### config.mk
export PLATFORM = sky130hd
export DESIGN_NAME = mem_responder
export DESIGN_NICKNAME = d
export VERILOG_FILES = /design/src/rtl/mem_responder.sv
export SDC_FILE = /design/constraint.sdc
export NUM_CORES = 2
export LEC_CHECK = 0
export ABC_AREA = 0
export ABC_CLOCK_PERIOD_IN_PS = 5330
export CAP_MARGIN = 30
export CELL_PAD_IN_SITES_DETAIL_PLACEMENT = 1
export CELL_PAD_IN_SITES_GLOBAL_PLACEMENT = 1
export CORE_UTILIZATION = 49
export DETAILED_ROUTE_END_ITERATION = 12
export PLACE_DENSITY = 0.79
export SYNTH_ARGS = -nofsm -noshare
export SYNTH_HDL_FRONTEND = slang
export SYNTH_SLANG_ARGS = --single-unit
export TNS_END_PERCENT = 100
### constraint.sdc
create_clock -name clk -period 5.33 [get_ports clk]
set_input_delay 1.3325 -clock clk [delete_from_list [all_inputs] [get_ports clk]]
set_output_delay 1.3325 -clock clk [all_outputs]
set_load 0.02 [all_outputs]
### src/rtl/mem_responder.sv
// Single-port byte memory terminating the control unit's req/ack bus, with
// programmable wait states. Optional write lock below ROM_TOP: MEM_RESPONDER_WRITE_LOCK_EN.
module mem_responder #(
    parameter int unsigned       ADDR_W      = 8,
    parameter int unsigned       WAIT_CYCLES = 1,
    parameter logic [ADDR_W-1:0] ROM_TOP     = 8'h40
) (
    input  logic              clk,
    input  logic              reset,
    input  logic              req,
    input  logic              we,
    input  logic [ADDR_W-1:0] addr,
    input  logic [7:0]        wdata,
    output logic [7:0]        rdata,
    output logic              ack,
    output logic              busy,
    output logic              err
);

    typedef enum logic [1:0] {
        IDLE = 2'd0,
        WAIT = 2'd1,
        RESP = 2'd2
    } state_e;

    localparam int unsigned DEPTH     = 1 << ADDR_W;
    localparam logic [3:0]  WAIT_LOAD = (WAIT_CYCLES > 0) ? 4'(WAIT_CYCLES - 1) : 4'd0;

`ifdef MEM_RESPONDER_WRITE_LOCK_EN
    localparam bit LOCK_EN = 1'b1;
`else
    localparam bit LOCK_EN = 1'b0;
`endif

    state_e              state_q, state_d;
    logic [3:0]          cnt_q, cnt_d;
    logic                we_q, we_d;
    logic [ADDR_W-1:0]   addr_q, addr_d;
    logic [7:0]          wdata_q, wdata_d;
    logic [7:0]          rdata_q, rdata_d;
    logic                enter_resp;
    logic                write_locked;
    logic                commit;

    logic [7:0]          mem [DEPTH];

    // The *_d request fields are the transaction's own values on the RESP-entry
    // edge in both paths: freshly captured (no wait states) or held from accept.
    always_comb begin
        // NOTE: every signal driven here gets a default first, so no path can infer a latch.
        state_d    = state_q;
        cnt_d      = cnt_q;
        we_d       = we_q;
        addr_d     = addr_q;
        wdata_d    = wdata_q;
        enter_resp = 1'b0;

        unique case (state_q)
            IDLE: begin
                if (req) begin
                    we_d    = we;
                    addr_d  = addr;
                    wdata_d = wdata;
                    if (WAIT_CYCLES == 0) begin
                        state_d    = RESP;
                        enter_resp = 1'b1;
                    end else begin
                        state_d = WAIT;
                        cnt_d   = WAIT_LOAD;
                    end
                end
            end
            WAIT: begin
                if (cnt_q == 4'd0) begin
                    state_d    = RESP;
                    enter_resp = 1'b1;
                end else begin
                    cnt_d = cnt_q - 4'd1;
                end
            end
            RESP: begin
                state_d = IDLE;
            end
            default: begin
                state_d = IDLE;
            end
        endcase
    end

    assign write_locked = LOCK_EN && (addr_d < ROM_TOP);
    assign commit       = enter_resp && we_d && !write_locked;

    always_comb begin
        rdata_d = rdata_q;
        if (enter_resp && !we_d) begin
            rdata_d = mem[addr_d];
        end
    end

    // NOTE: sequential state uses non-blocking assignments so every register
    // samples pre-edge values regardless of block ordering.
    always_ff @(posedge clk or negedge reset) begin
        if (!reset) begin
            state_q <= IDLE;
            cnt_q   <= 4'd0;
            we_q    <= 1'b0;
            addr_q  <= '0;
            wdata_q <= 8'h00;
            rdata_q <= 8'h00;
        end else begin
            state_q <= state_d;
            cnt_q   <= cnt_d;
            we_q    <= we_d;
            addr_q  <= addr_d;
            wdata_q <= wdata_d;
            rdata_q <= rdata_d;
        end
    end

    // NOTE: the storage array has no reset so it maps onto RAM; contents
    // survive reset, and a write is blocked while reset is asserted.
    always_ff @(posedge clk) begin
        if (commit && reset) begin
            mem[addr_d] <= wdata_d;
        end
    end

    assign rdata = rdata_q;
    assign ack   = (state_q == RESP);
    assign busy  = (state_q != IDLE);

`ifdef MEM_RESPONDER_WRITE_LOCK_EN
    assign err = (state_q == RESP) && we_q && (addr_q < ROM_TOP);
`else
    assign err = 1'b0;
`endif

endmodule

==> impl_metrics.yaml <==
global_route:
  grt_first_pass_wirelength_mm: 425
  antenna_found_initial: 24
  grt_usage_pct: 35.4
  grt-ovfl-total: 0
  grt_pass1_vias: 58517
  grt_max_degree: 112
job:
  drv_cap: 0
sta:
  rsz0062_at_grt: "false"
  worst_pin_slew_ps: 1070
  fmax_mhz: 196
  setup_viol: 0
  whs_ps: 514
  relSlewSlack_pct: 27.0
  slew_violations: 0
  fin_skew_ps: 63.9
  fin_tns_setup_ps: 0
  layout_min_cycle_time_ps: 5100
  hold_viol_final: 0
  fin_crit_sh_pct: 95.7
die:
  row_count: 149
  die_height_um: 411
  core-area_um2: 166000
  die_area_um2: 169000
  io_pins: 31
  initial_core_util_pct: 49.5
  fp.dieW_um: 411
drt:
  dr.pass1.iters: 8
  wire_per_inst_um: 35.7
  vias_per_cell: 6.69
  wirelength_mm: 299
  drcViolationCount: 0
  drtIter0Drc: 9328
  route.vias.total: 56204
  postRouteAntennaNets: 0
synth:
  async_flop_share_pct: 1.49
  yosysWarnings: 0
  avgSynthCellArea_um2: 15.0
  synth_top_cell_area_share_pct: 75.0
  synth_edf_count: 2048
  synth.most_common_cell: "edfxtp_1"
  ys_ff_latch: 2079
  synth_cells: 5463
  seq_area_frac_synth_pct: 76.0
  ys.flop_type: "edfxtp_1"
  synthTopCellsByCount: "edfxtp_1 (2,048), nand2_1 (1,176), nand3_1 (412), nor2_1 (302), mux2i_1 (185)"
  netlist_top_cells_area: "edfxtp_1 (75%), nand2_1 (5.4%), mux4_2 (3.8%)"
  yosysTopAreaCell: "edfxtp_1"
  syn_area_um2: 82000
  yosysUniqueCellTypes: 69
  syn-num-nets: 5484
run_status:
  status: "finished clean"
finish:
  fin_util_pct: 58.2
  final_nets: 6050
  syn_to_final_growth_pct: 17.5
  drive_gt1_share_pct: 18.5
  multiInputGateArea_um2: 18400
  stdcell_count: 8398
  ff_latch_area_um2: 62300
  nFillCells: 15314
clocking:
  cts_hold_buf: 0
  ctsHtreeMaxLevel: 4
  cts_tree: "built"
  postCtsResizedCells: 0
  clock_sinks: 2079
  cts_buffers: 206
  clockBufferDepth: 3
  clk_latency_ps: 900
  clkTransAtPathRegs_ps: 60
  clockRootBuffer: "clkbuf_16"
  cts_setup_buffers: 0
worst_setup_path:
  crit_slowest_cell: "o31ai_1"
  cp_max_fo: 51
  r2r_start: "state_q[0]"
  cp-start-kind: "input port"
  endpoint_kind: "flop"
  timing.rr.end: "rdata[4]"
  cp_common_cell: "buf_4"
  path_cells: "clkdlybuf4s50_1 -> or3b_2 -> a21oi_4 -> inv_8 -> buf_12 -> buf_4 -> mux4_2 -> a22oi_1 -> nand3_1 -> o31ai_1 -> buf_4 -> a41oi_1"
  arrival_ps: 5810
  r2r_slack_ps: 690
  crit_required_ps: 6050
  crit_type: "in -> reg"
  rr_worst_depth: 11
  cp_slowest_stage_delay_ps: 920
power:
  power.total_mw: 58.7
  p_leak_nw: 32.7
  powerDensity_nw_per_um2: 609
  ir_drop_v: 0.000409
placement:
  placed_cells: 8009
  hpwlAfterDp_mm: 184
  place_congestion: 0.932
  port_buffers: 29
hold_path:
  min_path_type: "in -> async"
## flip-flops by register name, indices dropped and copies added, names as in the netlist
signal,count
cnt_q,4
wdata_q,8
addr_q,8
mem,2048
we_q,1
state_q,2
rdata,8
## where the power goes
group	internal (mW)	total, mW	switching (mW)
clock network	7.75	14.4	6.63
logic	6.51	23.2	16.7
registers	20.9	21.1	0.203
## kinds of logic (layout without fill, tap and decap cells)
group / Yosys count / count (layout) / synth area share [%]
AOI/OAI and AO/OA: 632 / 632 / 5.33
xor gates and xnor gates: 2 / 2 / 0.0214
adders and majority gates: 1 / 1 / 0.0153
buffers and inverters: 367 / 1104 / 1.96
DFF: 2079 / 2079 / 76.0
muxes: 329 / 329 / 6.15
other: 1 / 10 / 0.00458
and+or+nand+nor: 2052 / 2052 / 10.5
## layout make-up
type                       instances  area share [%]
inverter                          23           0.110
clock inverter                   129            1.26
sequential                      2079            64.7
antenna                            9          0.0234
multi-input combinational       3017            19.1
timing repair buffer             702            6.47
tap                             2189            2.85
clock buffer                     250            5.53
## per-layer routing
metal | vias to the layer above | wire, um | GRT usage [%]
li1 | 21947 | - | -
met1 | 28343 | 101000 | 43.6
met2 | 4618 | 137000 | 54.9
met3 | 1276 | 37800 | 9.43
met4 | 20 | 23800 | 23.9
met5 | - | 126 | 0
## how the worst max path moves through the flow
stage          from   endpoint  slack, ps
3_3_place_gp    req   rdata[4]       -400
5_1_grt         req   rdata[2]        240
4_1_cts         req   rdata[4]        440
6_report        req   rdata[4]        230
3_5_place_dp    req   rdata[4]       -400
2_1_floorplan   req  mem[0][0]        310
## per-stage QoR
step | worst slack, ps | area [um2]
detailed placement | -403 | 89700
global placement | -396 | 89700
CTS | 439 | 96200
finish | 231 | 96300
global route | 240 | 96300
floorplan | 308 | 82000
## cells in the final DEF (no fill, tap or decap), types with 71 or more instances in the layout
cell / synthesis / routed
edfxtp_1: 2048 / 2048
nand2_1: 1176 / 1168
buf_4: 6 / 601
nand3_1: 412 / 412
nor2_1: 302 / 297
clkbuf_16: 0 / 206
mux2i_1: 185 / 178
a21oi_1: 155 / 155
mux4_2: 139 / 139
a31oi_1: 88 / 88
a22oi_1: 77 / 77
buf_12: 0 / 71
## critical path: cells and delay by family
family	cells	cell delay (ps)
AND/OR/NAND/NOR	2	840
multiplexers	1	450
buffers and inverters	5	1510
AO/OA/AOI/OAI	4	1610
Note: power is estimated with default switching activity, not from simulation.
